==> config.mk <==
export PLATFORM = sky130hd
export DESIGN_NAME = pipe_ctrl_flat
export DESIGN_NICKNAME = d
export VERILOG_FILES = /design/src/rtl/pipe_ctrl_pkg.sv /design/src/rtl/pipe_ctrl_if.sv /design/src/rtl/pipe_ctrl_sat_counter.sv /design/src/rtl/pipe_ctrl.sv /design/src/flat_wrapper.sv
export SDC_FILE = /design/constraint.sdc
export NUM_CORES = 1
export LEC_CHECK = 0
export ABC_AREA = 1
export CAP_MARGIN = 10
export CORE_MARGIN = 10
export CORE_UTILIZATION = 50
export DETAILED_ROUTE_END_ITERATION = 8
export GPL_TIMING_DRIVEN = 0
export HOLD_SLACK_MARGIN = 0.12
export PLACE_DENSITY = 0.76
export SYNTH_ARGS = -nofsm -noshare
export SYNTH_HDL_FRONTEND = slang
export SYNTH_SLANG_ARGS = --single-unit
==> constraint.sdc <==
create_clock -name clk_sys_i -period 4.5 [get_ports clk_sys_i]
set_input_delay 0.9 -clock clk_sys_i [delete_from_list [all_inputs] [get_ports clk_sys_i]]
set_output_delay 0.9 -clock clk_sys_i [all_outputs]
set_load 0.005 [all_outputs]
==> src/rtl/pipe_ctrl_pkg.sv <==
// Shared definitions for the pipeline hazard/redirect controller:
// FSM states, PC-source codes and the per-cycle control bundle.
package pipe_ctrl_pkg;

    typedef enum logic [1:0] {
        ST_RUN        = 2'd0,
        ST_STALL_MEM  = 2'd1,
        ST_FLUSH      = 2'd2,
        ST_TRAP_DRAIN = 2'd3
    } state_e;

    typedef enum logic [1:0] {
        REDIR_JUMP = 2'd0,
        REDIR_TRAP = 2'd1,
        REDIR_MRET = 2'd2
    } redir_sel_e;

    typedef struct packed {
        logic       if_stall;
        logic       id_stall;
        logic       alu_stall;
        logic       if_flush;
        logic       id_flush;
        logic       alu_flush;
        logic       redirect;
        redir_sel_e sel;
    } ctrl_t;

    function automatic logic any_stall(ctrl_t c);
        return c.if_stall | c.id_stall | c.alu_stall;
    endfunction

    // Width of a down-counter able to hold the value n (at least one bit).
    function automatic int unsigned cnt_bits(int unsigned n);
        return (n < 2) ? 1 : $clog2(n + 1);
    endfunction

endpackage

==> src/rtl/pipe_ctrl_if.sv <==
// Hazard inputs from the pipeline and stall/flush/redirect controls back to it.
interface pipe_ctrl_if
    import pipe_ctrl_pkg::*;
#(
    parameter int unsigned CNT_WIDTH = 32
) ();

    logic                 ld_use_i;
    logic                 mem_busy_i;
    logic                 jump_i;
    logic                 trap_enter_i;
    logic                 trap_exit_i;
    logic                 if_stall_o;
    logic                 id_stall_o;
    logic                 alu_stall_o;
    logic                 if_flush_o;
    logic                 id_flush_o;
    logic                 alu_flush_o;
    logic                 redirect_o;
    redir_sel_e           redirect_sel_o;
    logic [CNT_WIDTH-1:0] stall_cnt_o;
    logic [CNT_WIDTH-1:0] flush_cnt_o;

    modport master (
        output ld_use_i, mem_busy_i, jump_i, trap_enter_i, trap_exit_i,
        input  if_stall_o, id_stall_o, alu_stall_o,
        input  if_flush_o, id_flush_o, alu_flush_o,
        input  redirect_o, redirect_sel_o, stall_cnt_o, flush_cnt_o
    );

    modport slave (
        input  ld_use_i, mem_busy_i, jump_i, trap_enter_i, trap_exit_i,
        output if_stall_o, id_stall_o, alu_stall_o,
        output if_flush_o, id_flush_o, alu_flush_o,
        output redirect_o, redirect_sel_o, stall_cnt_o, flush_cnt_o
    );

endinterface

==> src/rtl/pipe_ctrl_sat_counter.sv <==
// Saturating up-counter with enable; sticks at all-ones instead of wrapping.
module sat_counter #(
    parameter int unsigned WIDTH = 32
) (
    input  logic             clk_i,
    input  logic             rst_i,
    input  logic             en_i,
    output logic [WIDTH-1:0] cnt_o
);

    logic [WIDTH-1:0] cnt_q, cnt_d;

    always_comb begin
        cnt_d = cnt_q;
        if (en_i && (cnt_q != '1)) begin
            cnt_d = cnt_q + WIDTH'(1);
        end
    end

    always_ff @(posedge clk_i or posedge rst_i) begin
        if (rst_i) begin
            cnt_q <= '0;
        end else begin
            cnt_q <= cnt_d;
        end
    end

    assign cnt_o = cnt_q;

endmodule

==> src/rtl/pipe_ctrl.sv <==
// Pipeline controller: resolves load-use, memory-busy, jump and trap events
// into per-stage stall/flush controls and PC redirects, with event counters.
module pipe_ctrl
    import pipe_ctrl_pkg::*;
#(
    parameter int unsigned FLUSH_DEPTH  = 2,
    parameter int unsigned DRAIN_CYCLES = 2,
    parameter int unsigned CNT_WIDTH    = 32
) (
    input  logic      clk_sys_i,
    input  logic      rst_i,
    pipe_ctrl_if.slave bus
);

    localparam int unsigned MAX_LD = (FLUSH_DEPTH > DRAIN_CYCLES) ? FLUSH_DEPTH : DRAIN_CYCLES;
    localparam int unsigned TW     = cnt_bits(MAX_LD);
    localparam logic [TW-1:0] FLUSH_LD = TW'(FLUSH_DEPTH);
    localparam logic [TW-1:0] DRAIN_LD = TW'(DRAIN_CYCLES);

    state_e        state_q, state_d;
    logic [TW-1:0] tmr_q, tmr_d;
    logic          pend_q, pend_d;
    ctrl_t         ctl;

    always_comb begin
        state_d = state_q;
        tmr_d   = tmr_q;
        pend_d  = pend_q;
        ctl     = '0;
        unique case (state_q)
            ST_RUN: begin
                if (bus.trap_enter_i || pend_q) begin
                    ctl.if_stall = 1'b1;
                    ctl.id_flush = 1'b1;
                    pend_d       = 1'b0;
                    tmr_d        = DRAIN_LD;
                    state_d      = ST_TRAP_DRAIN;
                end else if (bus.trap_exit_i || bus.jump_i) begin
                    ctl.redirect = 1'b1;
                    ctl.sel      = bus.trap_exit_i ? REDIR_MRET : REDIR_JUMP;
                    ctl.if_flush = 1'b1;
                    ctl.id_flush = 1'b1;
                    tmr_d        = FLUSH_LD;
                    state_d      = ST_FLUSH;
                end else if (bus.mem_busy_i) begin
                    ctl.if_stall  = 1'b1;
                    ctl.id_stall  = 1'b1;
                    ctl.alu_stall = 1'b1;
                    state_d       = ST_STALL_MEM;
                end else if (bus.ld_use_i) begin
                    ctl.if_stall  = 1'b1;
                    ctl.id_stall  = 1'b1;
                    ctl.alu_flush = 1'b1;
                end
            end
            ST_STALL_MEM: begin
                // A trap cannot enter while memory is busy; remember it for RUN.
                if (bus.trap_enter_i) begin
                    pend_d = 1'b1;
                end
                if (bus.mem_busy_i) begin
                    ctl.if_stall  = 1'b1;
                    ctl.id_stall  = 1'b1;
                    ctl.alu_stall = 1'b1;
                end else begin
                    state_d = ST_RUN;
                end
            end
            ST_FLUSH: begin
                if (bus.trap_enter_i) begin
                    ctl.if_stall = 1'b1;
                    ctl.id_flush = 1'b1;
                    tmr_d        = DRAIN_LD;
                    state_d      = ST_TRAP_DRAIN;
                end else begin
                    ctl.id_flush = 1'b1;
                    tmr_d        = tmr_q - TW'(1);
                    if (tmr_q <= TW'(1)) begin
                        state_d = ST_RUN;
                    end
                end
            end
            ST_TRAP_DRAIN: begin
                if (tmr_q == '0) begin
                    ctl.redirect  = 1'b1;
                    ctl.sel       = REDIR_TRAP;
                    ctl.if_flush  = 1'b1;
                    ctl.id_flush  = 1'b1;
                    ctl.alu_flush = 1'b1;
                    tmr_d         = FLUSH_LD;
                    state_d       = ST_FLUSH;
                end else begin
                    ctl.if_stall = 1'b1;
                    ctl.id_flush = 1'b1;
                    if (!bus.mem_busy_i) begin
                        tmr_d = tmr_q - TW'(1);
                    end
                end
            end
            default: state_d = ST_RUN;
        endcase
        // Outputs are decoded from live inputs, so reset must mask them too.
        if (rst_i) begin
            ctl = '0;
        end
    end

    always_ff @(posedge clk_sys_i or posedge rst_i) begin
        if (rst_i) begin
            state_q <= ST_RUN;
            tmr_q   <= '0;
            pend_q  <= 1'b0;
        end else begin
            state_q <= state_d;
            tmr_q   <= tmr_d;
            pend_q  <= pend_d;
        end
    end

    assign bus.if_stall_o     = ctl.if_stall;
    assign bus.id_stall_o     = ctl.id_stall;
    assign bus.alu_stall_o    = ctl.alu_stall;
    assign bus.if_flush_o     = ctl.if_flush;
    assign bus.id_flush_o     = ctl.id_flush;
    assign bus.alu_flush_o    = ctl.alu_flush;
    assign bus.redirect_o     = ctl.redirect;
    assign bus.redirect_sel_o = ctl.sel;

    sat_counter #(.WIDTH(CNT_WIDTH)) u_stall_cnt (
        .clk_i (clk_sys_i),
        .rst_i (rst_i),
        .en_i  (any_stall(ctl)),
        .cnt_o (bus.stall_cnt_o)
    );

    sat_counter #(.WIDTH(CNT_WIDTH)) u_flush_cnt (
        .clk_i (clk_sys_i),
        .rst_i (rst_i),
        .en_i  (ctl.redirect),
        .cnt_o (bus.flush_cnt_o)
    );

endmodule

==> src/flat_wrapper.sv <==
// flat-port wrapper written by rule: the top's interface ports become plain ports
module pipe_ctrl_flat import pipe_ctrl_pkg::*;
#(
    parameter int unsigned FLUSH_DEPTH  = 2,
    parameter int unsigned DRAIN_CYCLES = 2,
    parameter int unsigned CNT_WIDTH    = 32
)
  (clk_sys_i, rst_i, bus_ld_use_i, bus_mem_busy_i, bus_jump_i, bus_trap_enter_i, bus_trap_exit_i, bus_if_stall_o, bus_id_stall_o, bus_alu_stall_o, bus_if_flush_o, bus_id_flush_o, bus_alu_flush_o, bus_redirect_o, bus_redirect_sel_o, bus_stall_cnt_o, bus_flush_cnt_o);
  pipe_ctrl_if #(.CNT_WIDTH(CNT_WIDTH)) bus_i ();
  input  logic clk_sys_i;
  input  logic rst_i;
  input wire logic [$bits(bus_i.ld_use_i)-1:0] bus_ld_use_i;
  input wire logic [$bits(bus_i.mem_busy_i)-1:0] bus_mem_busy_i;
  input wire logic [$bits(bus_i.jump_i)-1:0] bus_jump_i;
  input wire logic [$bits(bus_i.trap_enter_i)-1:0] bus_trap_enter_i;
  input wire logic [$bits(bus_i.trap_exit_i)-1:0] bus_trap_exit_i;
  output wire logic [$bits(bus_i.if_stall_o)-1:0] bus_if_stall_o;
  output wire logic [$bits(bus_i.id_stall_o)-1:0] bus_id_stall_o;
  output wire logic [$bits(bus_i.alu_stall_o)-1:0] bus_alu_stall_o;
  output wire logic [$bits(bus_i.if_flush_o)-1:0] bus_if_flush_o;
  output wire logic [$bits(bus_i.id_flush_o)-1:0] bus_id_flush_o;
  output wire logic [$bits(bus_i.alu_flush_o)-1:0] bus_alu_flush_o;
  output wire logic [$bits(bus_i.redirect_o)-1:0] bus_redirect_o;
  output wire logic [$bits(bus_i.redirect_sel_o)-1:0] bus_redirect_sel_o;
  output wire logic [$bits(bus_i.stall_cnt_o)-1:0] bus_stall_cnt_o;
  output wire logic [$bits(bus_i.flush_cnt_o)-1:0] bus_flush_cnt_o;
  assign bus_i.ld_use_i = bus_ld_use_i;
  assign bus_i.mem_busy_i = bus_mem_busy_i;
  assign bus_i.jump_i = bus_jump_i;
  assign bus_i.trap_enter_i = bus_trap_enter_i;
  assign bus_i.trap_exit_i = bus_trap_exit_i;
  assign bus_if_stall_o = bus_i.if_stall_o;
  assign bus_id_stall_o = bus_i.id_stall_o;
  assign bus_alu_stall_o = bus_i.alu_stall_o;
  assign bus_if_flush_o = bus_i.if_flush_o;
  assign bus_id_flush_o = bus_i.id_flush_o;
  assign bus_alu_flush_o = bus_i.alu_flush_o;
  assign bus_redirect_o = bus_i.redirect_o;
  assign bus_redirect_sel_o = bus_i.redirect_sel_o;
  assign bus_stall_cnt_o = bus_i.stall_cnt_o;
  assign bus_flush_cnt_o = bus_i.flush_cnt_o;
  pipe_ctrl #(.FLUSH_DEPTH(FLUSH_DEPTH), .DRAIN_CYCLES(DRAIN_CYCLES), .CNT_WIDTH(CNT_WIDTH)) u_core (.clk_sys_i(clk_sys_i), .rst_i(rst_i), .bus(bus_i));
endmodule
==> metrics.log <==
INFO  metric syn_area = 0.00481 mm2
INFO  metric grt_first_pass_wirelength = 22900 um
INFO  metric fin_crit = 4190 ps
INFO  metric fp.dieArea = 0.0139 mm2
INFO  metric synthSimpleGateAreaFrac = 0.474
INFO  metric wl_per_cell = 14.1 um
INFO  metric synth_fa_ha_area_frac = 0.0260
INFO  metric synth_top_family_by_area = simple AND/OR/NAND/NOR gates
INFO  metric postSynthCellCount = 737
INFO  metric power_per_cell_area = 331 mW/mm2
INFO  metric number_of_antenna_violations_at_the_first_check_in_global_routing = 0
INFO  metric sequential_fraction_of_the_synthesis_area = 0.359
INFO  metric cts_buffers = 9
INFO  metric ir_drop = 186 uV
INFO  metric clockRootBuffer = clkbuf_8
INFO  metric outcome = completed
INFO  metric cts_tree = yes
INFO  metric synth_mux_area_frac = 0
INFO  metric detailed_route_wirelength_on_metal2 = 6440 um
INFO  metric rsz0062_at_grt = no
INFO  metric clock_power_share = 0.276
INFO  metric die_y = 118 um
INFO  metric core.rowCount = 35
INFO  metric floorplan.initialDensity = 0.518
INFO  metric routed_via_density = 5.00
INFO  metric grt_pass1_vias = 4584
INFO  metric total_leakage_power = 2.74 nW
INFO  metric routed_wirelength = 13600 um
INFO  metric cts.repair.resized = 0
INFO  metric yosys_warnings = 0
INFO  metric worst-path-max-fanout = 71
INFO  metric worst_path_largest_cell_delay = 670 ps
INFO  metric async_reset_ff_frac = 1.00
INFO  metric maxcap_viol_count = 0
INFO  metric combPwrFrac = 0.342
INFO  metric hold_viol = 0
INFO  metric pin_count_of_the_biggest_net_entering_global_routing = 72
INFO  metric placed_cell_area = 0.00577 mm2
INFO  metric syn_area_per_cell = 6.53 um2
INFO  metric count_of_flip_flops_with_a_built_in_enable_after_synthesis = 0
INFO  metric detail-route-antenna-nets = 0
INFO  metric endpoint_kind = output pin
INFO  metric clock_sinks = 69
INFO  metric cp_data_required_time = 3600 ps
INFO  metric post_route_cells_drive_above_1_share = 0.0601
INFO  metric power_frac_seq = 0.381
INFO  metric power.internal = 0.00125 W
INFO  metric syn-num-nets = 754
INFO  metric maxUsedRoutingLayer = met4
INFO  metric slew_headroom = 0.409
INFO  metric post_synth_num_cell_types = 31
INFO  metric fin_hold_ws = 551 ps
INFO  metric met3_wirelength = 815 um
INFO  metric timing.final.crit_share = 0.932
INFO  metric post-route-cell-area = 0.00597 mm2
INFO  metric ctsHoldBuffers = 0
INFO  metric crit_path_cell_trace = clkdlybuf4s50_1, inv_4, o21ai_0, a221oi_1, clkdlybuf4s50_1
INFO  metric final_core_utilization = 0.644
INFO  metric ys.flop_type = dfrtp_1
INFO  metric worstSkewPairLatency = 350 ps
INFO  metric min_path_type = reg2reg
INFO  metric n_antenna_cell = 0
INFO  metric routabilityCongestion = 0.967
INFO  metric timing_max_transition_violations_final = 0
INFO  metric postCtsSetupRepairBufs = 0
INFO  metric first_pass_iters = 5
INFO  metric dp_hpwl = 10700 um
INFO  metric flip_flop_and_latch_area = 0.00173 mm2
INFO  metric cts.reportedPaths.clkPinSlew = 80 ps
INFO  metric io_pins = 80
INFO  metric worst_pin_slew = 887 ps
INFO  metric filler_cell_count = 901
INFO  metric number_of_levels_the_h_tree_was_split_into = 3
INFO  metric critical-path-top-cell-by-count = clkdlybuf4s50_1
INFO  metric synth_seq_cells = 69
INFO  metric clockBufferDepth = 2
INFO  metric critPathLaunchType = input pin
INFO  metric die_width = 118 um
INFO  metric area_delta_synth_final = 24.2%
INFO  metric routedLengthMet1 = 6090 um
INFO  metric post_synthesis_compound_gate_area_fraction = 0.0309
INFO  metric setup-violations-final = 0
INFO  metric netSwitchingPower = 0.000729 W
INFO  metric max_freq = 0.238 GHz
INFO  metric nets = 844
INFO  metric route.vias.total = 4805
INFO  metric power.share.switching = 0.369
INFO  metric area_used_by_multi_input_combinational_logic = 0.00282 mm2
INFO  metric drt_iter0_drc = 368
INFO  metric clock_skew = 11.6 ps
INFO  metric critical_path_class = in2out
INFO  metric grt.total_usage = 0.195
INFO  metric critical_path_arrival = 3290 ps
INFO  metric grt_overflow_total = 0
INFO  metric post-route-drc-count = 0
INFO  metric cpMaxStageDelayCell = inv_4
INFO  metric io_buffers = 79
INFO  metric synth_xor_xnor_area_share = 0.0564
INFO  metric core_area = 0.00928 mm2
-- cell usage after synthesis, types with 4 or more instances --
cell type  number  area, um2
buf_4           6       45.0
buf_6           5       56.3
dfrtp_1        69       1730
ha_1           10        125
inv_1          36        135
nand2_1       382       1430
nand2_2         4       25.0
nand3_1        10       50.1
nand3b_1       28        210
nor2_1        110        413
nor2_2          4       25.0
o21ai_0         9       45.0
o21ai_1         5       25.0
xnor2_1        10       87.6
xor2_1         21        184
-- sequential cells by signal (all words and copies together) (netlist names) --
name                      cells
u_core.u_stall_cnt.cnt_o     32
u_core.tmr_q                  2
u_core.state_q                2
u_core.u_flush_cnt.cnt_o     32
u_core.pend_q                 1
-- cells by family after synthesis --
kind of cell,after synthesis
simple gates,551
flops,69
buf+inv,52
xor+xnor,31
compound gates,24
fa+ha+maj,10
-- metrics by stage --
step / total power (W) / setup TNS [ps] / instances / worst slack, ps
CTS: 0.00200 / 0 / 961 / 215
detailed placement: 0.00145 / 0 / 945 / 217
floorplan: 0.00120 / 0 / 737 / 564
global placement: 0.00143 / -16030 / 945 / -1310
finish: 0.00198 / 0 / 961 / 305
global route: 0.00211 / 0 / 961 / 38.5
-- cells in the final DEF, fill, tap and decap left out, types with 2 or more instances in the layout --
cell and instances:
nor2_1 110, nand4_1 3, nand2_4 2, a21oi_1 3, o21ai_0 9, inv_4 3
nand3b_1 28, buf_6 5, nor3_1 2, nand3_1 10, clkinv_2 2, clkdlybuf4s50_1 79
nor2_4 3, o211ai_1 2, ha_1 10, nand2_1 382, dfrtp_1 69, nor2_2 4
o21ai_1 5, xor2_1 21, nand2_2 4, buf_4 6, inv_1 35, inv_2 3
clkbuf_8 11, xnor2_1 10
-- worst max-delay path, delay by kind of cell --
kind / cells / cell delay, ps
buf+inv: 3 / 1740
compound gates: 2 / 650
-- power by group through the flow --
stage	sequential [W]	clock (W)	combinational, W
global route	0.000765	0.000588	0.000762
global placement	0.000765	0	0.000665
floorplan	0.000752	0	0.000448
detailed placement	0.000766	0	0.000684
finish	0.000755	0.000547	0.000677
CTS	0.000754	0.000560	0.000686
-- per-layer routing --
layer,vias up,track usage
met5,-,0
met4,0,0.0572
met3,19,0.0436
met2,152,0.328
met1,2189,0.242
li1,2445,-
-- final timing paths --
| kind | slack, ps | endpoint | cells after the start | from |
|---|---|---|---|---|
| worst min register to register | 550 | u_core.state_q[1]$_DFFE_PP0P_ | 2 | u_core.state_q[1]$_DFFE_PP0P_ |
| worst max-delay path | 310 | bus_id_stall_o | 5 | rst_i |
| max in group asynchronous | 2760 | u_core.u_stall_cnt.cnt_o[12]$_DFFE_PP0P_ | 2 | rst_i |
| worst min-delay path | 550 | u_core.state_q[1]$_DFFE_PP0P_ | 2 | u_core.state_q[1]$_DFFE_PP0P_ |
| worst max register to register | 2340 | u_core.u_flush_cnt.cnt_o[30]$_DFFE_PP0P_ | 10 | u_core.u_flush_cnt.cnt_o[0]$_DFFE_PP0P_ |
| min in group asynchronous | 1170 | u_core.pend_q$_DFFE_PP0P_ | 2 | rst_i |
-- final cells by class --
cell class,instances,area share
Buffer,11,0.0170
Inverter,41,0.0270
Multi-Input combinational cell,616,0.473
Timing Repair Buffer,79,0.132
Sequential cell,69,0.289
Clock inverter,5,0.00963
Tap cell,129,0.0270
Clock buffer,11,0.0253
No activity file was read; power rests on OpenSTA's default activity.
